===== config.mk =====
export PLATFORM = sky130hd
export DESIGN_NAME = mcpu_ctrl_fsm
export DESIGN_NICKNAME = d
export VERILOG_FILES = /design/src/rtl/mcpu_pkg.sv /design/src/rtl/mcpu_ctrl_decode.sv /design/src/rtl/mcpu_ctrl_fsm.sv
export SDC_FILE = /design/constraint.sdc
export NUM_CORES = 1
export LEC_CHECK = 0
export ABC_AREA = 1
export CAP_MARGIN = 20
export CORE_ASPECT_RATIO = 0.75
export CORE_MARGIN = 2
export CORE_UTILIZATION = 50
export DETAILED_ROUTE_END_ITERATION = 8
export MAX_ROUTING_LAYER = met4
export PLACE_DENSITY_LB_ADDON = 0.08
export SLEW_MARGIN = 10
export SYNTH_ARGS = -nofsm -noshare
export SYNTH_HDL_FRONTEND = slang
export SYNTH_SLANG_ARGS = --single-unit
export TNS_END_PERCENT = 1

===== constraint.sdc =====
create_clock -name clk -period 3.36 [get_ports clk]
set_clock_uncertainty 0.1 [all_clocks]
set_input_delay 0.672 -clock clk [delete_from_list [all_inputs] [get_ports clk]]
set_output_delay 0.672 -clock clk [all_outputs]
set_load 0.05 [all_outputs]

===== src/rtl/mcpu_pkg.sv =====
// Shared types and constants for the multi-cycle CPU control sequencer.
// State encodings, instruction classes, opcode/funct values and datapath select enums.
package mcpu_pkg;

  typedef enum logic [3:0] {
    S_IF  = 4'd0,
    S_ID  = 4'd1,
    S_MA  = 4'd2,
    S_MR  = 4'd3,
    S_MWB = 4'd4,
    S_MW  = 4'd5,
    S_EXR = 4'd6,
    S_WBR = 4'd7,
    S_BR  = 4'd8,
    S_JMP = 4'd9,
    S_EXI = 4'd10,
    S_WBI = 4'd11,
    S_JAL = 4'd12
  } state_t;

  typedef enum logic [3:0] {
    CL_ILL  = 4'd0,
    CL_R    = 4'd1,
    CL_JR   = 4'd2,
    CL_LW   = 4'd3,
    CL_SW   = 4'd4,
    CL_BEQ  = 4'd5,
    CL_J    = 4'd6,
    CL_JAL  = 4'd7,
    CL_ADDI = 4'd8,
    CL_ORI  = 4'd9,
    CL_SLTI = 4'd10
  } iclass_t;

  typedef enum logic [2:0] {
    ALU_ADD   = 3'd0,
    ALU_SUB   = 3'd1,
    ALU_RTYPE = 3'd2,
    ALU_OR    = 3'd3,
    ALU_SLT   = 3'd4
  } aluop_t;

  typedef enum logic [1:0] {
    PCS_ALU    = 2'd0,
    PCS_ALUOUT = 2'd1,
    PCS_JUMP   = 2'd2
  } pcsrc_t;

  typedef enum logic [1:0] {
    RD_RT = 2'd0,
    RD_RD = 2'd1,
    RD_RA = 2'd2
  } regdst_t;

  typedef enum logic [1:0] {
    M2R_ALUOUT = 2'd0,
    M2R_MDR    = 2'd1,
    M2R_PC     = 2'd2
  } memtoreg_t;

  localparam logic [5:0] OP_RTYPE = 6'h00;
  localparam logic [5:0] OP_J     = 6'h02;
  localparam logic [5:0] OP_JAL   = 6'h03;
  localparam logic [5:0] OP_BEQ   = 6'h04;
  localparam logic [5:0] OP_ADDI  = 6'h08;
  localparam logic [5:0] OP_SLTI  = 6'h0A;
  localparam logic [5:0] OP_ORI   = 6'h0D;
  localparam logic [5:0] OP_LW    = 6'h23;
  localparam logic [5:0] OP_SW    = 6'h2B;

  localparam logic [5:0] F_SLL = 6'h00;
  localparam logic [5:0] F_SRL = 6'h02;
  localparam logic [5:0] F_JR  = 6'h08;
  localparam logic [5:0] F_ADD = 6'h20;
  localparam logic [5:0] F_SUB = 6'h22;
  localparam logic [5:0] F_AND = 6'h24;
  localparam logic [5:0] F_OR  = 6'h25;
  localparam logic [5:0] F_SLT = 6'h2A;

  typedef struct packed {
    logic      ir_write;
    logic      pc_write;
    logic      pc_write_cond;
    logic      iord;
    logic      mem_read;
    logic      mem_write;
    logic      reg_write;
    regdst_t   reg_dst;
    memtoreg_t mem_to_reg;
    logic      alu_src_a;
    logic [1:0] alu_src_b;
    aluop_t    alu_op;
    pcsrc_t    pc_source;
  } ctrl_t;

endpackage


===== src/rtl/mcpu_ctrl_decode.sv =====
// Combinational instruction classifier: maps Op/Funct to an instruction class.
// Anything outside the supported set, including unsupported R-type functs, is CL_ILL.
module mcpu_ctrl_decode
  import mcpu_pkg::*;
(
  input  logic [5:0] i_op,
  input  logic [5:0] i_funct,
  output logic [3:0] o_class,
  output logic       o_legal
);

  iclass_t w_class;

  always_comb begin
    w_class = CL_ILL;
    case (i_op)
      OP_RTYPE: begin
        case (i_funct)
          F_JR:                                       w_class = CL_JR;
          F_ADD, F_SUB, F_AND, F_OR, F_SLT, F_SLL, F_SRL: w_class = CL_R;
          default:                                    w_class = CL_ILL;
        endcase
      end
      OP_LW:   w_class = CL_LW;
      OP_SW:   w_class = CL_SW;
      OP_BEQ:  w_class = CL_BEQ;
      OP_J:    w_class = CL_J;
      OP_JAL:  w_class = CL_JAL;
      OP_ADDI: w_class = CL_ADDI;
      OP_ORI:  w_class = CL_ORI;
      OP_SLTI: w_class = CL_SLTI;
      default: w_class = CL_ILL;
    endcase
  end

  assign o_class = w_class;
  assign o_legal = (w_class != CL_ILL);

endmodule


===== src/rtl/mcpu_ctrl_fsm.sv =====
// Multi-cycle CPU control sequencer: steps each instruction through IF/ID/EX/MEM/WB
// and drives every datapath enable, including the final PC load enable.
module mcpu_ctrl_fsm
  import mcpu_pkg::*;
#(
  parameter bit MEM_WAIT_EN = 1'b1
) (
  input  logic       clk,
  input  logic       rst,
  input  logic [5:0] Op,
  input  logic [5:0] Funct,
  input  logic       Zero,
  input  logic       mem_ready,
  output logic       PC_Write_Final,
  output logic       IR_Write,
  output logic       IorD,
  output logic       Mem_Read,
  output logic       Mem_Write,
  output logic       RegWrite,
  output logic [1:0] RegDst,
  output logic [1:0] MemtoReg,
  output logic       ALUSrcA,
  output logic [1:0] ALUSrcB,
  output logic [2:0] ALUOp,
  output logic [1:0] PCSource,
  output logic       illegal_op,
  output logic [3:0] state_o
);

  logic [3:0] w_class_raw;
  iclass_t    w_class;
  logic       w_legal;
  logic       w_ready;
  logic       w_live;
  logic       w_pc_write;
  state_t     r_state;
  state_t     w_next;
  ctrl_t      r_ctrl;
  logic       r_illegal;

  mcpu_ctrl_decode u_decode (
    .i_op    (Op),
    .i_funct (Funct),
    .o_class (w_class_raw),
    .o_legal (w_legal)
  );

  assign w_class = iclass_t'(w_class_raw);
  assign w_ready = MEM_WAIT_EN ? mem_ready : 1'b1;

  function automatic ctrl_t ctrl_of(state_t s, iclass_t c);
    ctrl_t o;
    o = '0;
    case (s)
      S_IF: begin
        o.mem_read  = 1'b1;
        o.ir_write  = 1'b1;
        o.pc_write  = 1'b1;
        o.alu_src_b = 2'd1;
      end
      S_ID:  o.alu_src_b = 2'd3;
      S_MA: begin
        o.alu_src_a = 1'b1;
        o.alu_src_b = 2'd2;
      end
      S_MR: begin
        o.mem_read = 1'b1;
        o.iord     = 1'b1;
      end
      S_MWB: begin
        o.reg_write  = 1'b1;
        o.mem_to_reg = M2R_MDR;
      end
      S_MW: begin
        o.mem_write = 1'b1;
        o.iord      = 1'b1;
      end
      S_EXR: begin
        o.alu_src_a = 1'b1;
        if (c == CL_JR) o.pc_write = 1'b1;
        else            o.alu_op   = ALU_RTYPE;
      end
      S_WBR: begin
        o.reg_write = 1'b1;
        o.reg_dst   = RD_RD;
      end
      S_BR: begin
        o.alu_src_a     = 1'b1;
        o.alu_op        = ALU_SUB;
        o.pc_write_cond = 1'b1;
        o.pc_source     = PCS_ALUOUT;
      end
      S_JMP: begin
        o.pc_write  = 1'b1;
        o.pc_source = PCS_JUMP;
      end
      S_JAL: begin
        o.pc_write   = 1'b1;
        o.pc_source  = PCS_JUMP;
        o.reg_write  = 1'b1;
        o.reg_dst    = RD_RA;
        o.mem_to_reg = M2R_PC;
      end
      S_EXI: begin
        o.alu_src_a = 1'b1;
        o.alu_src_b = 2'd2;
        o.alu_op    = (c == CL_ORI) ? ALU_OR : (c == CL_SLTI) ? ALU_SLT : ALU_ADD;
      end
      S_WBI: o.reg_write = 1'b1;
      default: o = '0;
    endcase
    return o;
  endfunction

  always_comb begin
    w_next = S_IF;
    case (r_state)
      S_IF: w_next = w_ready ? S_ID : S_IF;
      S_ID: begin
        case (w_class)
          CL_LW, CL_SW:              w_next = S_MA;
          CL_R, CL_JR:               w_next = S_EXR;
          CL_BEQ:                    w_next = S_BR;
          CL_J:                      w_next = S_JMP;
          CL_JAL:                    w_next = S_JAL;
          CL_ADDI, CL_ORI, CL_SLTI:  w_next = S_EXI;
          default:                   w_next = S_IF;
        endcase
      end
      S_MA:  w_next = (w_class == CL_LW) ? S_MR : S_MW;
      S_MR:  w_next = w_ready ? S_MWB : S_MR;
      S_MWB: w_next = S_IF;
      S_MW:  w_next = w_ready ? S_IF : S_MW;
      S_EXR: w_next = (w_class == CL_JR) ? S_IF : S_WBR;
      S_EXI: w_next = S_WBI;
      default: w_next = S_IF;
    endcase
  end

  // Outputs are registered from the next state, so they always match r_state.
  always_ff @(posedge clk) begin
    if (rst) begin
      r_state   <= S_IF;
      r_ctrl    <= ctrl_of(S_IF, CL_ILL);
      r_illegal <= 1'b0;
    end else begin
      r_state   <= w_next;
      r_ctrl    <= ctrl_of(w_next, w_class);
      r_illegal <= (r_state == S_ID) && !w_legal;
    end
  end

  // Reset and stray encodings blank everything; fetch enables wait on memory.
  assign w_live     = !rst && (r_state <= S_JAL);
  assign w_pc_write = r_ctrl.pc_write && ((r_state != S_IF) || w_ready);

  assign PC_Write_Final = w_live && (w_pc_write || (r_ctrl.pc_write_cond && Zero));
  assign IR_Write       = w_live && r_ctrl.ir_write && w_ready;
  assign IorD           = w_live && r_ctrl.iord;
  assign Mem_Read       = w_live && r_ctrl.mem_read;
  assign Mem_Write      = w_live && r_ctrl.mem_write;
  assign RegWrite       = w_live && r_ctrl.reg_write;
  assign RegDst         = w_live ? r_ctrl.reg_dst    : '0;
  assign MemtoReg       = w_live ? r_ctrl.mem_to_reg : '0;
  assign ALUSrcA        = w_live && r_ctrl.alu_src_a;
  assign ALUSrcB        = w_live ? r_ctrl.alu_src_b  : '0;
  assign ALUOp          = w_live ? r_ctrl.alu_op     : '0;
  assign PCSource       = w_live ? r_ctrl.pc_source  : '0;
  assign illegal_op     = !rst && r_illegal;
  assign state_o        = r_state;

endmodule


# Word level (Yosys, flattened, before mapping)
# Memories as Yosys holds them, arrays and structs flattened.
# Cells that the tools add are included.
totals:
  reg_bits: 24
  latch_bits: 0
  mem_bits_rw: 0
  rom_bits: 64
  wordCells: 115
  n_memories: 1
op_classes:
  n_addsub: 0
  n_mul: 0
  div: 0
  magnitude_cmp: 1
  eq_ne: 37
  shifts: 0
  muxes: 30
  n_bitwise: 0
  n_reduce_logical: 31
mem_list:
  columns: ["name", "depth", "word_bits", "read_ports", "rd_clocked_by_memory_dff", "write_ports", "line_no", "rtl"]
  rows:
  - ["(no name shown)", 16, 4, 1, 0, 0, "mcpu_ctrl_fsm.sv:120", "case (w_class)"]
ops:
  columns: ["operator", "n"]
  rows:
  - ["$eq A6 B6 Y1 const B", 7]
  - ["$pmux W4 S9", 1]
  - ["$eq A4 B4 Y1 const B", 8]
  - ["$pmux W4 S7", 1]
  - ["$eq A4 B2 Y1 const B", 6]
  - ["$eq A4 B3 Y1 const B", 6]
  - ["$eq A6 B4 Y1 const B", 4]
  - ["$mux W3", 7]
  - ["$eq A6 B2 Y1 const B", 3]
  - ["$pmux W2 S2", 4]
  - ["$logic_and A1 B1 Y1", 13]
  - ["$logic_not A6 Y1", 2]
  - ["$mux W2", 5]
  - ["$mux W1", 9]
  - ["$pmux W3 S3", 1]
  - ["$eq A4 B1 Y1 const B", 2]
  - ["$logic_not A4 Y1", 2]
  - ["$reduce_bool A4 Y1", 2]
  - ["$reduce_or A2 Y1", 4]
  - ["$reduce_or A4 Y1", 2]
  - ["$reduce_or A7 Y1", 1]
  - ["$eq A6 B3 Y1 const B", 1]
  - ["$pmux W2 S3", 1]
  - ["$le A4 B4 Y1 const B", 1]
  - ["4 further kinds", 6]

# Logic depth before layout (Yosys ltp)
logic_depth:
  depth_word: 10
  depth_mapped: 19
  mapped_depth_nobuf: 19

# Modules after synthesis
# From an unflattened synthesis, not the netlist that was laid out.
unflattened:
  cells_unflattened: 266
  hier_area_um2: 1650.3
modules_own_cells:
  columns: ["module", "n_inst", "cells_per_inst", "area_per_inst_um2", "seq_area_each_um2"]
  rows:
  - ["mcpu_ctrl_fsm", 1, 206, 1363.8, 440.4]
  - ["mcpu_ctrl_decode", 1, 60, 286.5, 0.0]

# Least setup slack after synthesis
# Ideal clock, no wire load.
synth_timing:
  kind: "input -> register"
  startpoint: "input Op[2]"
  endpoint: "register r_ctrl[17] in the netlist's numbering"
  arrival_time_ps: 2540
  t_required_ps: 3129
  slack_ps: 589
  cell_stages: 17
  path_buffers: 0
  path_cell_list: "inv_1 nor2_1 nand3_2 inv_1 nor4_1 inv_1 ha_1 nor2_1 nand2_1 o21ai_2 nand2_1 nand2_4 inv_4 nand2_1 nor2_1 nor2_1 nand4_1"
synth_via:
  elab_chain_cells: 8
  elab_cells_between_ends: 23
  cone_classes: "eq/ne (13); mux (6); reduce/logical (3); memory (1)"
synth_lines:
  columns: ["item", "line_no", "rtl"]
  rows:
  - ["start, declared", "mcpu_ctrl_fsm.sv:10", "input logic [5:0] Op,"]
  - ["$eq A6 B4 Y1, or another cell as far along", "mcpu_ctrl_decode.sv:16", "case (i_op)"]
  - ["$pmux W4 S9 *", "mcpu_ctrl_decode.sv:16", null]
  - ["branches (longest 5 deep; another with $mem_v2 Z16 W4)", null, null]
  - ["$pmux W1 S2 *", "mcpu_ctrl_fsm.sv:54", "case (s)"]
  - ["end signal, assigned", "mcpu_ctrl_fsm.sv:144", "r_ctrl <= ctrl_of(S_IF, CL_ILL);"]
  - ["end signal, assigned", "mcpu_ctrl_fsm.sv:148", "r_ctrl <= ctrl_of(w_next, w_class);"]
  - ["end, declared", "mcpu_ctrl_fsm.sv:38", "ctrl_t r_ctrl;"]
# Mark *: on every way between the ends.
# A chain may end at the register's enable or synchronous reset.

# Final worst setup path
layout_timing:
  startpoint: "input Op[4]"
  endpoint: "register r_ctrl[2] in the netlist's numbering"
layout_via:
  elab_chain_cells: 7
  elab_cells_between_ends: 22
  cone_classes: "eq/ne (14); mux (6); reduce/logical (1); memory (1)"
layout_lines:
  columns: ["item", "line_no"]
  rows:
  - ["$eq A6 B4 Y1, or another cell as far along", "mcpu_ctrl_decode.sv:16"]
  - ["$pmux W4 S9 *", "mcpu_ctrl_decode.sv:16"]
  - ["branches (longest 4 deep; another with $mem_v2 Z16 W4)", null]
  - ["$pmux W3 S3 *", "mcpu_ctrl_fsm.sv:54"]
# Marked as above.

==> summary.md <==
| Metric | Value |
|---|---|
| GP Congestion | `0.931` |
| Row cnt | `18` |
| Clock sink count | `24` |
| CTS Buf Count | `3` |
| Chip height | `53.7 um` |
| Hold Crit Start | `state_o[0]` |
| Synth Area in Simple Gates | `0.466` |
| Synth Area in Adders | `0.0456` |
| Reg2reg end | `r_ctrl[1]` |
| Critical Path Source Type | `input port` |
| Hold_ws | `687 ps` |
| Final setup viols | `0` |
| Synth Instances | `248` |
| Die X | `70.3 um` |
| Maximum buffer depth of the clock tree | `2` |
| Seq cells post-synth | `24` |
| Final Hold Fails | `0` |
| Pwr Density | `319 mW/mm2` |
| Root Driver | `clkbuf_8` |
| Drt drc | `0` |
| Synth Area in Compound Gates | `0.0676` |
| Post-Syn Area | `0.00165 mm2` |
| Tot GR Track Use | `0.226` |
| Yosys Warn Count | `0` |
| ANT nets after route | `0` |
| Final HPWL DP | `3120 um` |
| Antenna cell count | `0` |
| Die ar. | `0.00378 mm2` |
| DRT iter0 DRCs | `62` |
| R2R cell count | `9` |
| Slew Viols, Final | `0` |
| Flop2flop setup slack | `1310 ps` |
| Worst r2r src | `state_o[1]` |
| Clock Latency Late Sink | `270 ps` |
| Placed Area | `0.00233 mm2` |
| Initial Util | `0.512` |
| Post-DR vias/cell | `4.83` |
| Share of layout cells above drive strength 1 | `0.252` |
| Outcome | `complete, no violations` |
| Total number of vias | `1648` |
| Xor/xnor cell area share of the yosys netlist | `0` |
| Nets | `324` |
| Peak supply drop | `340 uV` |
| Mapped Nets | `270` |
| Mux cell area share after synthesis | `0` |
| Hold Crit Depth | `4` |
| RSZ-0062 raised after global routing | `false` |
| Final core utilization | `0.755` |
| Top Ports | `39` |
| Total grt overflow | `0` |
| CTS tree | `done` |
| Total area of sequential cells | `480 um2` |
| Critical Path End Type | `register` |
| Core area | `0.00322 mm2` |
| CP Class | `in2reg` |
| Drt first pass iters | `4` |
| CP Max Fanout | `6` |
| Area occupied by multi-input gates | `968 um2` |
| Port bufs | `38` |
| Slew @ Worst Pin | `495 ps` |
| Yosys cell types | `30` |
| Routed WL per cell | `11.5 um` |
| Worst Hold Path EP | `r_illegal` |
| Leak Pwr | `1.13 nW` |
| Synth-to-Final Area Change | `47.5%` |
| Post-layout instance area | `0.00243 mm2` |
| Synth Area per Inst | `6.64 um2` |
| First-pass GRT wire length | `6450 um` |
| Fmax | `321 MHz` |
| Largest family of logic cells by synthesized area | `simple AND/OR/NAND/NOR gates` |
| Post-CTS Hold Fix Bufs | `0` |
| Hold crit path type | `reg2reg` |
| Routed WL | `3910 um` |
| Minimum clock period | `3120 ps` |
| Worst-path clk slew | `80 ps` |
| H-tree depth | `1` |
| Max cap viols | `0` |
| Post-synthesis sequential area ratio | `0.292` |
| Vias in the first global route | `1436` |
| Fill count | `261` |
| Worst path required time | `3470 ps` |
| Initial antenna violation count | `0` |
| Critical Path AT | `3220 ps` |
| Max_slew headroom | `0.669` |
| Largest net degree at the start of global routing | `19` |
| Fin crit share | `0.927` |
worst max-delay path, cell delays in order:
cell and delay [ps]:
clkdlybuf4s50_1 490, nor2_4 200, nand3_1 160, nor4_2 250, nor4_1 70, buf_4 150, inv_1 100, ha_1 250
nand2_1 70, nand3_1 70, nand2_1 110, nor2_2 80, nor2_2 210, nand2_1 110, nand3_1 80, nand2_1 70
nor2_1 80
layout by cell type (no fill, tap or decap), types with 2 or more instances in the layout:
cell and n:
a21oi_1 5, buf_12 18, buf_4 14, clkbuf_8 3
clkdlybuf4s50_1 19, dfxtp_1 24, ha_1 6, inv_1 49
inv_2 4, nand2_1 36, nand2_2 6, nand2_4 2
nand3_1 20, nand3_2 3, nand3b_1 2, nand4_1 6
nor2_1 45, nor2_2 9, nor2_4 4, nor2_8 2
nor3_1 3, nor3_2 3, nor4_1 2, o211ai_1 2
o21ai_0 4
final cells by class:
class                   instances  area share
repair buffers                 51       0.270
clock buffers                   3      0.0170
inverters                      54      0.0844
flip-flops and latches         24       0.198
clock inverters                 1      0.0124
well taps                      40      0.0206
multi-input cells             168       0.398
worst max-delay path by stage:
stage | slack (ps) | depth (start not counted) | startpoint | endpoint
global route | 10 | 18 | Op[4] | r_ctrl[3]
detailed placement | -110 | 17 | Op[4] | r_ctrl[2]
global placement | 40 | 14 | Op[4] | r_ctrl[15]
CTS | 140 | 17 | Op[4] | r_ctrl[2]
finish | 240 | 17 | Op[4] | r_ctrl[2]
floorplan | 590 | 17 | Op[2] | r_ctrl[17]
flip-flops by register name (all words and copies together) (netlist names):
| signal | count |
|---|---|
| state_o | 4 |
| r_ctrl | 19 |
| r_illegal | 1 |
where the power goes:
part           internal, mW  switching (mW)  total (mW)
registers             0.298         0.00674       0.304
clock network         0.159          0.0910       0.250
logic                0.0879           0.132       0.220
routing by layer:
layer | track usage | up-vias | routed length, um
met1 | 0.304 | 718 | 1950
met2 | 0.349 | 51 | 1620
met4 | 0.0353 | 0 | 27
met5 | - | - | 0
li1 | - | 873 | -
met3 | 0.0637 | 6 | 309
cells by family after synthesis:
| kind of cell | count (synthesis) |
|---|---|
| compound gates | 16 |
| fa+ha+maj | 6 |
| buf+inv | 56 |
| flops | 24 |
| simple gates | 146 |
Yosys cell counts, drive strengths merged:
cell type / count / share of area
or2: 1 / 0.0038
a21oi: 6 / 0.025
o21ai: 6 / 0.020
clkbuf: 2 / 0.0046
inv: 54 / 0.12
nor2: 60 / 0.18
nor4: 3 / 0.011
nand2: 44 / 0.12
o211ai: 2 / 0.0091
a31o: 1 / 0.0053
nand3: 24 / 0.090
nor3: 6 / 0.027
dfxtp: 24 / 0.29
o31ai: 1 / 0.0076
ha: 6 / 0.046
nand3b: 2 / 0.0091
nand4: 6 / 0.023
repair_timing:
item                                    in CTS  in global routing
gates resized for setup                      0                  3
endpoints found under the setup margin       0                  7
buffers inserted                             0                  1
stage by stage:
| step | power (mW) | setup TNS, ps | setup WS, ps | std cells |
|---|---|---|---|---|
| CTS | 0.771 | 0 | 144 | 339 |
| detailed placement | 0.524 | -703 | -110 | 335 |
| global route | 0.814 | 0 | 14.8 | 341 |
| floorplan | 0.436 | 0 | 589 | 248 |
| global placement | 0.523 | 0 | 37.5 | 335 |
| finish | 0.775 | 0 | 244 | 341 |
Power figures use the tool's default switching activity.
